===== config.mk =====
export PLATFORM = sky130hd
export DESIGN_NAME = mem_bus_arbiter
export DESIGN_NICKNAME = d
export VERILOG_FILES = /design/src/rtl/mem_bus_arbiter.sv
export SDC_FILE = /design/constraint.sdc
export NUM_CORES = 1
export LEC_CHECK = 0
export CAP_MARGIN = 40
export CELL_PAD_IN_SITES_DETAIL_PLACEMENT = 1
export CELL_PAD_IN_SITES_GLOBAL_PLACEMENT = 1
export CORE_AREA = 5 5 238 240
export DETAILED_ROUTE_END_ITERATION = 12
export DIE_AREA = 0 0 243 245
export GPL_TIMING_DRIVEN = 0
export PLACE_DENSITY_LB_ADDON = 0.3
export RECOVER_POWER = 50
export SLEW_MARGIN = 10
export SYNTH_ARGS = -nofsm -noshare
export SYNTH_HDL_FRONTEND = slang
export SYNTH_SLANG_ARGS = --single-unit
export TNS_END_PERCENT = 50

===== constraint.sdc =====
create_clock -name clk -period 2.1 [get_ports clk]
set_clock_uncertainty 0.2 [all_clocks]
set_input_delay 0.525 -clock clk [delete_from_list [all_inputs] [get_ports clk]]
set_output_delay 0.525 -clock clk [all_outputs]
set_load 0.005 [all_outputs]

===== src/rtl/mem_bus_arbiter.sv =====
// ---------------------------------------------------------------------------
// mem_bus_arbiter
//
// Shares one main-memory port between an instruction-cache line-fill port and
// a data-cache fill/writeback port. One transaction is in flight at a time.
// Each transaction walks IDLE -> ISSUE -> WAIT -> RESP -> IDLE. Every output
// is a flop, loaded from the next-value logic in the combinational process.
//
// Parameters
//   ADDR_W     byte address width
//   LINE_BITS  cache-line width in bits
//   TIMEOUT    number of WAIT cycles before the transaction ends with an error
//
// Ports
//   clk, rst           clock; asynchronous active-low reset
//   ic_req/ic_addr     icache fill request, held until ic_ack or ic_kill
//   ic_kill            branch flush; cancels the icache request
//   ic_ack             one-cycle icache completion pulse
//   dc_req/dc_we       dcache request (dc_we=1 writeback, 0 fill)
//   dc_addr/dc_wdata   dcache address and writeback line
//   dc_ack             one-cycle dcache completion pulse
//   rsp_data/rsp_err   returned line and timeout flag, valid with an ack
//   mem_req/mem_we     one-cycle memory request strobe and write flag
//   mem_addr/mem_wdata line-aligned memory address and write line
//   mem_rvalid/rdata   memory completion and read line
//   busy               high whenever the arbiter is not in IDLE
// ---------------------------------------------------------------------------
module mem_bus_arbiter #(
  parameter int ADDR_W    = 32,
  parameter int LINE_BITS = 128,
  parameter int TIMEOUT   = 64
) (
  input  logic                 clk,
  input  logic                 rst,
  input  logic                 ic_req,
  input  logic [ADDR_W-1:0]    ic_addr,
  input  logic                 ic_kill,
  output logic                 ic_ack,
  input  logic                 dc_req,
  input  logic                 dc_we,
  input  logic [ADDR_W-1:0]    dc_addr,
  input  logic [LINE_BITS-1:0] dc_wdata,
  output logic                 dc_ack,
  output logic [LINE_BITS-1:0] rsp_data,
  output logic                 rsp_err,
  output logic                 mem_req,
  output logic                 mem_we,
  output logic [ADDR_W-1:0]    mem_addr,
  output logic [LINE_BITS-1:0] mem_wdata,
  input  logic                 mem_rvalid,
  input  logic [LINE_BITS-1:0] mem_rdata,
  output logic                 busy
);

  localparam int OFS   = $clog2(LINE_BITS / 8);
  localparam int CNT_W = ($clog2(TIMEOUT) > 8) ? $clog2(TIMEOUT) : 8;
  localparam logic [ADDR_W-1:0] LINE_MASK = {{(ADDR_W - OFS){1'b1}}, {OFS{1'b0}}};
  localparam logic [CNT_W-1:0]  CNT_LAST  = CNT_W'(TIMEOUT - 1);

  localparam logic OWN_IC = 1'b0;
  localparam logic OWN_DC = 1'b1;

  typedef enum logic [1:0] {
    IDLE  = 2'd0,
    ISSUE = 2'd1,
    WAIT  = 2'd2,
    RESP  = 2'd3
  } state_t;

  function automatic logic [ADDR_W-1:0] line_align(input logic [ADDR_W-1:0] a);
    return a & LINE_MASK;
  endfunction

  // Registered state
  state_t               state;
  logic                 owner;
  logic                 last_owner;
  logic                 kill_pending;
  logic [CNT_W-1:0]     cnt;

  // Next values
  state_t               state_nx;
  logic                 owner_nx;
  logic                 last_owner_nx;
  logic                 kill_pending_nx;
  logic [CNT_W-1:0]     cnt_nx;
  logic                 ic_ack_nx;
  logic                 dc_ack_nx;
  logic [LINE_BITS-1:0] rsp_data_nx;
  logic                 rsp_err_nx;
  logic                 mem_req_nx;
  logic                 mem_we_nx;
  logic [ADDR_W-1:0]    mem_addr_nx;
  logic [LINE_BITS-1:0] mem_wdata_nx;
  logic                 busy_nx;

  // Arbitration helpers
  logic ic_elig;
  logic grant_dc;
  logic kill_now;
  logic deliver;

  assign ic_elig = ic_req & ~ic_kill;
  // DC wins when it is the only eligible requester, or on contention when
  // IC was served last.
  assign grant_dc = dc_req & (~ic_elig | (last_owner == OWN_IC));

  // A kill seen in the same cycle the transaction leaves WAIT must already
  // suppress the ack, so the live ic_kill is folded in with kill_pending.
  assign kill_now = kill_pending | ((owner == OWN_IC) & ic_kill);
  assign deliver  = (owner == OWN_DC) | ~kill_now;

  always_comb begin
    state_nx        = state;
    owner_nx        = owner;
    last_owner_nx   = last_owner;
    kill_pending_nx = kill_pending;
    cnt_nx          = cnt;
    ic_ack_nx       = 1'b0;
    dc_ack_nx       = 1'b0;
    rsp_data_nx     = rsp_data;
    rsp_err_nx      = 1'b0;
    mem_req_nx      = 1'b0;
    mem_we_nx       = 1'b0;
    mem_addr_nx     = mem_addr;
    mem_wdata_nx    = mem_wdata;

    unique case (state)
      IDLE: begin
        kill_pending_nx = 1'b0;
        if (ic_elig || dc_req) begin
          state_nx   = ISSUE;
          owner_nx   = grant_dc ? OWN_DC : OWN_IC;
          mem_req_nx = 1'b1;
          if (grant_dc) begin
            mem_we_nx    = dc_we;
            mem_addr_nx  = line_align(dc_addr);
            mem_wdata_nx = dc_wdata;
          end else begin
            mem_we_nx    = 1'b0;
            mem_addr_nx  = line_align(ic_addr);
            mem_wdata_nx = '0;
          end
        end
      end

      ISSUE: begin
        state_nx = WAIT;
        cnt_nx   = '0;
        if ((owner == OWN_IC) && ic_kill) begin
          kill_pending_nx = 1'b1;
        end
      end

      WAIT: begin
        kill_pending_nx = kill_now;
        if (mem_rvalid || (cnt == CNT_LAST)) begin
          state_nx = RESP;
          // A killed icache transaction still drains the memory side but
          // neither acks nor disturbs the held response data.
          if (deliver) begin
            ic_ack_nx   = (owner == OWN_IC);
            dc_ack_nx   = (owner == OWN_DC);
            rsp_err_nx  = ~mem_rvalid;
            rsp_data_nx = mem_rvalid ? mem_rdata : '0;
          end
        end else begin
          cnt_nx = cnt + 1'b1;
        end
      end

      RESP: begin
        state_nx      = IDLE;
        last_owner_nx = owner;
      end

      default: begin
        state_nx = IDLE;
      end
    endcase

    busy_nx = (state_nx != IDLE);
  end

  always_ff @(posedge clk or negedge rst) begin
    if (!rst) begin
      state        <= IDLE;
      owner        <= OWN_IC;
      last_owner   <= OWN_IC;
      kill_pending <= 1'b0;
      cnt          <= '0;
      ic_ack       <= 1'b0;
      dc_ack       <= 1'b0;
      rsp_data     <= '0;
      rsp_err      <= 1'b0;
      mem_req      <= 1'b0;
      mem_we       <= 1'b0;
      mem_addr     <= '0;
      mem_wdata    <= '0;
      busy         <= 1'b0;
    end else begin
      state        <= state_nx;
      owner        <= owner_nx;
      last_owner   <= last_owner_nx;
      kill_pending <= kill_pending_nx;
      cnt          <= cnt_nx;
      ic_ack       <= ic_ack_nx;
      dc_ack       <= dc_ack_nx;
      rsp_data     <= rsp_data_nx;
      rsp_err      <= rsp_err_nx;
      mem_req      <= mem_req_nx;
      mem_we       <= mem_we_nx;
      mem_addr     <= mem_addr_nx;
      mem_wdata    <= mem_wdata_nx;
      busy         <= busy_nx;
    end
  end

endmodule


== Word-level counts from Yosys, hierarchy flattened ==
Index checks and enable logic that the tools add are counted.

* Register bits: 307
* Bits of input ports: 327
* Output and inout port bits: 294
* Word-level logic and storage cells: 69

* $add $sub $neg: 1
* Equal/unequal tests: 6
* Muxes and demuxes: 25
* Bitwise gates (word level): 12
* Reduce and logical (&&, ||, !) cells: 11

{| class="wikitable"
|+ Operators by type and width
! operator !! count
|-
| two-way mux 128 bit || 2
|-
| two-way mux 32 bit || 1
|-
| two-way mux 1 bit || 16
|-
| case mux 8 bit (2 select lines) || 1
|-
| adder 8 x 1 -> 8 bit (second input constant) || 1
|-
| equality test 8 x 6 -> 1 bit (second input constant) || 1
|-
| two-way mux 8 bit || 1
|-
| case mux 2 bit (4 select lines) || 1
|-
| inverter 1 bit || 6
|-
| AND reduction 2 bit || 3
|-
| equality test 2 bit (second input constant) || 2
|-
| two-way mux 2 bit || 2
|-
| != test 2 bit (second input constant) || 2
|-
| nonzero test 2 bit || 2
|-
| bitwise AND 1 bit || 3
|-
| bitwise OR 1 bit || 3
|-
| case mux 1 bit (3 select lines) || 1
|-
| AND reduction 3 bit || 1
|-
| nonzero test 3 bit || 1
|-
| equality test 2 x 1 -> 1 bit (second input constant) || 1
|-
| zero test 2 bit || 1
|-
| logical OR 1 bit || 2
|-
| logical AND 1 bit || 1
|}

== Longest topological paths before layout ==
Gate-level depths: netlist of the first run.

* Word-level depth: 8
* Depth in mapped cells: 7
* Mapped depth without buffers: 6

== Worst setup path before layout of the first run ==
Ideal clock, no wire load.

* Path type: flip-flop to flip-flop
* From: reg cnt[0]
* To: reg busy
* Setup time: 0.127 ns
* Arrival: 1.567 ns
* Data required time: 1.773 ns
* Setup slack: 0.206 ns
* Cell stages (with the launch flop): 6
* Buffers on the path: 0
* Period minus slack after synthesis: 1.894 ns
* Cells stage by stage: dfrtp_1 -> ha_1 -> nor3b_2 -> a21o_4 -> o311a_1 -> or2_2

* Word-level cells in the longest chain between the ends: 5

{| class="wikitable"
|+ RTL lines
! what !! RTL line !! text
|-
| from (decl) || 79 || <nowiki>logic [CNT_W-1:0] cnt;</nowiki>
|-
| from (signal assigned) || 206 || <nowiki>cnt <= cnt_nx;</nowiki>
|-
| equality test 8 x 6 -> 1 bit || 157 || <nowiki>if (mem_rvalid || (cnt == CNT_LAST)) begin</nowiki>
|-
| logical OR 1 bit || 157 ||
|-
| two-way mux 2 bit || 157 ||
|-
| case mux 2 bit (4 select lines) || 128 || <nowiki>unique case (state)</nowiki>
|-
| net state_nx[0] || 82 || <nowiki>state_t state_nx;</nowiki>
|-
| nonzero test 2 bit || 182 || <nowiki>busy_nx = (state_nx != IDLE);</nowiki>
|-
| net busy_nx || 95 || <nowiki>logic busy_nx;</nowiki>
|-
| to (signal assigned) || 215 || <nowiki>busy <= busy_nx;</nowiki>
|-
| to (decl) || 52 || <nowiki>output logic busy</nowiki>
|}

The timed path passes the listed nets, and every way through them passes these cells.
A chain may end at the register's enable or synchronous reset.

== Worst setup path after layout of the first run ==
* From: reg cnt[0]
* To: reg rsp_data[116]

* Word-level cells in the longest chain between the ends: 3

{| class="wikitable"
|+ RTL lines
! what !! RTL line !! text
|-
| equality test 8 x 6 -> 1 bit || 157 ||
|-
| logical OR 1 bit || 157 ||
|-
| AND reduction 3 bit (no source line) || -- ||
|-
| to (signal assigned) || 209 || <nowiki>rsp_data <= rsp_data_nx;</nowiki>
|-
| to (decl) || 44 || <nowiki>output logic [LINE_BITS-1:0] rsp_data,</nowiki>
|}

No other way between the ends.

==> flow_metrics.env, run 1 <==
export IMPL_cp_arrival_ns=2.26
export IMPL_ys_flop_type="dfrtp_1"
export IMPL_async_flop_share_pct=100
export IMPL_dp_cells=2100
export IMPL_synth_edff_count=0
export IMPL_clk_path_buf_depth=3
export IMPL_grt_max_degree=103
export IMPL_cp_required_ns=2.32
export IMPL_critical_path_class="register to register"
export IMPL_initial_core_util_pct=20.6
export IMPL_cts_setup_buffers=0
export IMPL_finalNonFillerCells=2171
export IMPL_cellPowerDensity_nw_per_um2=1390
export IMPL_worstSkewPairLatency_ns=0.53
export IMPL_power_leakage_nw=9.33
export IMPL_syn_cell_area_um2=11200
export IMPL_ant_nets=0
export IMPL_rows=86
export IMPL_outcome="completed"
export IMPL_reg2reg_depth=7
export IMPL_final_cell_mix="clkdlybuf4s50_1, dfrtp_1, dlygate4sd2_1, a22o_1, clkbuf_16"
export IMPL_path_clk_slew_ns=0.06
export IMPL_fmax_ghz=0.490
export IMPL_io_buffers=608
export IMPL_finalHoldViolCount=0
export IMPL_coreArea_um2=54400
export IMPL_yosys_register_bits=303
export IMPL_fill_cells=5942
export IMPL_tightest_slew_ns=0.838
export IMPL_cts_tree="yes"
export IMPL_synth_cell_type_count=41
export IMPL_postSynthCellCount=782
export IMPL_route_detailed_drc=0
export IMPL_die_w_um=243
export IMPL_vias=9580
export IMPL_cts_buffers=37
export IMPL_cts_root_buffer="clkbuf_16"
export IMPL_tns_ns=0
export IMPL_area_growth_pct=72.7
export IMPL_setup_violations=0
export IMPL_fin_crit_sh_pct=97.2
export IMPL_via_per_inst=4.41
export IMPL_routed_wl_um=47600
export IMPL_die_height_um=245
export IMPL_grt_pass1_wl_um=70800
export IMPL_worst_path_max_fanout=10
export IMPL_syn_avg_cell_area_um2=14.4
export IMPL_maxCapViolCount=0
export IMPL_final_util_pct=35.7
export IMPL_antenna_found_initial=7
export IMPL_cp_start_kind="register"
export IMPL_final_net_count=1768
export IMPL_routedWlPerCell_um=21.9
export IMPL_final_cell_area_um2=19400
export IMPL_cts_sinks=303
export IMPL_final_common_cell="clkdlybuf4s50_1"
export IMPL_track_usage_pct=15.2
export IMPL_synth_warnings=0
export IMPL_first_pass_iters=4
export IMPL_rsz0062_at_grt="true"
export IMPL_ios=621
export IMPL_gr_total_overflow=0
export IMPL_place_congestion=0.787
export IMPL_synth_yosys_seq_area_share_pct=67.5
export IMPL_fin_crit_ns=2.04
export IMPL_grt_pass1_vias=10900
export IMPL_end_kind="register"
export IMPL_hp_class="register to register"
export IMPL_hpwl_um=37200
export IMPL_placed_area_um2=18300
export IMPL_drive_gt1_share_pct=9.90
export IMPL_vdd_ir_drop_worst_mv=0.517
export IMPL_hold_path_depth=2
export IMPL_drv_slew=0
export IMPL_dieArea_um2=59500
export IMPL_slew_headroom_pct=44.1
export IMPL_h_tree_depth=2
export IMPL_drt_iter0_drc=340
export IMPL_fin_hold_ws_ns=0.276
## cells in the mapped netlist (2+ instances only)
| master | n | area (um^2) |
|---|---|---|
| nor2_1 | 6 | 22.5 |
| o211ai_1 | 6 | 45.0 |
| nand3_1 | 7 | 35.0 |
| or2_2 | 3 | 18.8 |
| dfrtp_1 | 303 | 7580 |
| buf_1 | 4 | 15.0 |
| o21ai_0 | 31 | 155 |
| buf_4 | 5 | 37.5 |
| mux2i_1 | 29 | 290 |
| buf_2 | 30 | 150 |
| clkbuf_1 | 19 | 71.3 |
| o31ai_1 | 2 | 15.0 |
| inv_1 | 6 | 22.5 |
| ha_1 | 5 | 62.6 |
| a22o_1 | 256 | 2240 |
| or3_1 | 2 | 12.5 |
| and3_1 | 2 | 12.5 |
| buf_6 | 12 | 135 |
| nand2_1 | 32 | 120 |
## per-layer routing
metal | GRT usage [%] | vias up | wire (um)
met5 | 0 | - | 42
met2 | 25.5 | 429 | 22800
met1 | 17.2 | 4771 | 18300
li1 | - | 4286 | -
met4 | 4.76 | 8 | 1310
met3 | 7.56 | 86 | 5170
## worst max-delay path: stages (launching register included)
cell,delay [ns]
dfrtp_1,0.41
ha_2,0.24
nor3b_4,0.21
a21o_4,0.19
o211ai_4,0.10
buf_12,0.17
buf_6,0.15
a22o_1,0.24
## final cells by class
cell class	count	area [um^2]	share of cell area (%)
Sequential cell	303	7580	39.1
Timing Repair Buffer	613	5810	29.9
Multi-Input combinational cell	406	3280	16.9
Clock buffer	54	1110	5.73
Tap cell	704	881	4.54
Buffer	69	489	2.52
Clock inverter	14	231	1.19
Inverter	6	22.5	0.116
Antenna cell	2	5.00	0.0258
## what timing repair did
| item | CTS | global route |
|---|---|---|
| gates resized for setup | 324 | 24 |
| hold buffers | 1 | 0 |
| gates cloned | 0 | 1 |
| setup endpoints to repair | 575 | 318 |
| hold endpoints to repair | 49 | 0 |
| pin swaps | 0 | 2 |
## stage by stage
stage                     worst slack, ns  total power [W]
after global routing              -0.0102           0.0287
after CTS                         0.00521           0.0274
final                              0.0591           0.0269
after floorplan                     0.206           0.0141
after global placement             -13.63           0.0216
after detailed placement            -1.22           0.0218
## registers in the layout, indices dropped and copies added, names as in the netlist, 2 cells and up
name and count:
cnt 8, state 2, rsp_data 128, mem_addr 28, mem_wdata 128
## logic make-up after synthesis
family	after synthesis	synth area share (%)
compound gates	305	22.8
flops	303	67.5
buf+inv	76	3.84
simple gates	62	2.68
mux	30	2.68
fa+ha+maj	5	0.557
other cells	1	0.0334
## where the power goes
| part | switching, W | internal [W] |
|---|---|---|
| clock network | 0.00260 | 0.00443 |
| logic | 0.00445 | 0.00555 |
| registers | 0.00144 | 0.00843 |
| total | 0.00850 | 0.0184 |
## final timing paths
path	slack [ns]	to	startpoint
setup / recovery	0.06	rsp_data[116]	cnt[0]
hold / removal	0.28	mem_addr[22]	mem_addr[22]
setup reg to reg	0.06	rsp_data[116]	cnt[0]
hold reg to reg	0.28	mem_addr[22]	mem_addr[22]
max in group asynchronous	0.21	rsp_data[31]	rst
min in group asynchronous	0.32	mem_wdata[19]	rst
Note: power is estimated with default switching activity, not from simulation.
==> run 2: changes to the inputs <==
==> constraint.sdc (replaced) <==
create_clock -name clk -period 2.15 [get_ports clk]
set_clock_uncertainty 0.2 [all_clocks]
set_input_delay 0.5375 -clock clk [delete_from_list [all_inputs] [get_ports clk]]
set_output_delay 0.5375 -clock clk [all_outputs]
set_load 0.005 [all_outputs]
==> flow_metrics.env, run 2 (synthesis results as in run 1) <==
export IMPL_cp_required_ns=2.37
export IMPL_cts_root_buffer="clkbuf_16"
export IMPL_fin_crit_sh_pct=98.7
export IMPL_reg_top3="mem_wdata (128), rsp_data (128), mem_addr (28)"
export IMPL_vdd_ir_drop_worst_mv=0.506
export IMPL_grt_pass1_vias=10900
export IMPL_cts_sinks=303
export IMPL_cp_start_kind="register"
export IMPL_rows=86
export IMPL_crit_buf_inv=2
export IMPL_switchingPower_w=0.00830
export IMPL_fin_crit_ns=2.12
export IMPL_power_leakage_nw=9.33
export IMPL_ant_nets=0
export IMPL_maxCapViolCount=0
export IMPL_finalHoldViolCount=0
export IMPL_coreArea_um2=54400
export IMPL_slowest_delay_ns=0.41
export IMPL_setup_violations=0
export IMPL_io_buffers=608
export IMPL_cellPowerDensity_nw_per_um2=1350
export IMPL_worstSkewPairLatency_ns=0.53
export IMPL_place_congestion=0.787
export IMPL_placed_area_um2=18300
export IMPL_critical_path_top_delay_family="compound AO/OA/AOI/OAI gates"
export IMPL_die_w_um=243
export IMPL_final_common_cell="clkdlybuf4s50_1"
export IMPL_initial_core_util_pct=20.6
export IMPL_rsz0062_at_grt="true"
export IMPL_dieArea_um2=59500
export IMPL_h_tree_depth=2
export IMPL_track_usage_pct=15.2
export IMPL_final_cell_area_um2=19400
export IMPL_hpwl_um=37200
export IMPL_cp_arrival_ns=2.34
export IMPL_r2r_start="cnt[0]"
export IMPL_outcome="completed"
export IMPL_drt_iter0_drc=323
export IMPL_gr_total_overflow=0
export IMPL_routedWlPerCell_um=21.9
export IMPL_hp_class="register to register"
export IMPL_cts_tree="yes"
export IMPL_area_growth_pct=72.4
export IMPL_route_detailed_drc=0
export IMPL_die_height_um=245
export IMPL_final_net_count=1768
export IMPL_end_kind="register"
export IMPL_worst_path_max_fanout=10
export IMPL_cts_buffers=37
export IMPL_vias=9596
export IMPL_cp_slowest_cell="dfrtp_1"
export IMPL_tightest_slew_ns=0.845
export IMPL_clkPwrFrac_pct=26.2
export IMPL_via_per_inst=4.42
export IMPL_critical_path_class="register to register"
export IMPL_comb_power_share_pct=37.1
export IMPL_first_pass_iters=4
export IMPL_antenna_found_initial=7
export IMPL_grt_max_degree=103
export IMPL_tns_ns=0
export IMPL_hp_start="mem_addr[22]"
export IMPL_swShare_pct=31.6
export IMPL_p_seq_share_pct=36.7
export IMPL_path_clk_slew_ns=0.05
export IMPL_routed_wl_um=47600
export IMPL_fmax_ghz=0.471
export IMPL_crit_path_cell_trace="ha_1 -> nor3b_4 -> a21o_4 -> o211ai_4 -> clkbuf_2 -> buf_6 -> a22o_1"
export IMPL_clk_path_buf_depth=3
export IMPL_slew_headroom_pct=43.7
export IMPL_ios=621
export IMPL_drive_gt1_share_pct=9.69
export IMPL_startpoint="cnt[0]"
export IMPL_drv_slew=0
export IMPL_grt_pass1_wl_um=70700
export IMPL_final_cell_mix="clkdlybuf4s50_1, dfrtp_1, dlygate4sd2_1, a22o_1, clkbuf_16"
export IMPL_p_int_w=0.0179
[run 2: per-layer routing]
layer / vias to the layer above / GRT usage, % / part of all wire, %
li1: 4289 / - / -
met3: 91 / 7.56 / 11
met1: 4772 / 17.2 / 38
met2: 436 / 25.4 / 48
met5: - / 0 / 0.099
met4: 8 / 4.76 / 2.9
[run 2: timing repair]
action	in CTS	in global routing
endpoints found under the hold margin	49	0
setup buffers	0	0
setup endpoints to repair	562	251
hold buffers	1	0
gates resized for setup	321	20
gates cloned	0	1
[run 2: final timing paths]
| path | end | slack, ns | cells after the start |
|---|---|---|---|
| max | rsp_data[57] | 0.03 | 7 |
| min | mem_addr[22] | 0.28 | 2 |
| max reg2reg | rsp_data[57] | 0.03 | 7 |
| min reg2reg | mem_addr[22] | 0.28 | 2 |
| max in group asynchronous | rsp_data[17] | 0.18 | 4 |
| min in group asynchronous | mem_wdata[19] | 0.33 | 2 |
[run 2: per-stage QoR]
step | total power [W] | hold slack (ns) | instances | util, % | worst slack [ns]
after floorplan | 0.0137 | 0.0419 | 785 | - | 0.256
after global placement | 0.0211 | 0.265 | 2097 | 33.5 | -13.59
after detailed placement | 0.0213 | 0.271 | 2100 | 33.6 | -1.18
after CTS | 0.0268 | 0.280 | 2168 | 35.5 | -0.00267
after global routing | 0.0280 | 0.303 | 2170 | 35.6 | -0.0562
final | 0.0262 | 0.277 | 2171 | 35.6 | 0.0277
[run 2: worst reg2reg max path: cells and delay by family (launching register included)]
kind / cells / cell delay, ns
fa+ha+maj: 1 / 0.25
buf+inv: 2 / 0.42
flops: 1 / 0.41
simple gates: 1 / 0.23
compound gates: 3 / 0.52
[run 2: cell type report]
class / instances / area [um^2]
diodes: 2 / 5.00
plain buffers: 69 / 477
clock buffers: 54 / 1110
clock inverters: 14 / 231
fillers: 5946 / 35100
inverters: 6 / 22.5
multi-input cells: 406 / 3270
flip-flops and latches: 303 / 7580
well taps: 704 / 881
repair buffers: 613 / 5800
[run 2: power groups by stage]
stage               sequential (W)  clock [W]  combinational (W)
CTS                        0.00966    0.00712            0.00997
global route               0.00996    0.00738             0.0106
floorplan                  0.00981          0            0.00393
detailed placement         0.00978          0             0.0115
global placement           0.00974          0             0.0114
finish                     0.00964    0.00686            0.00973
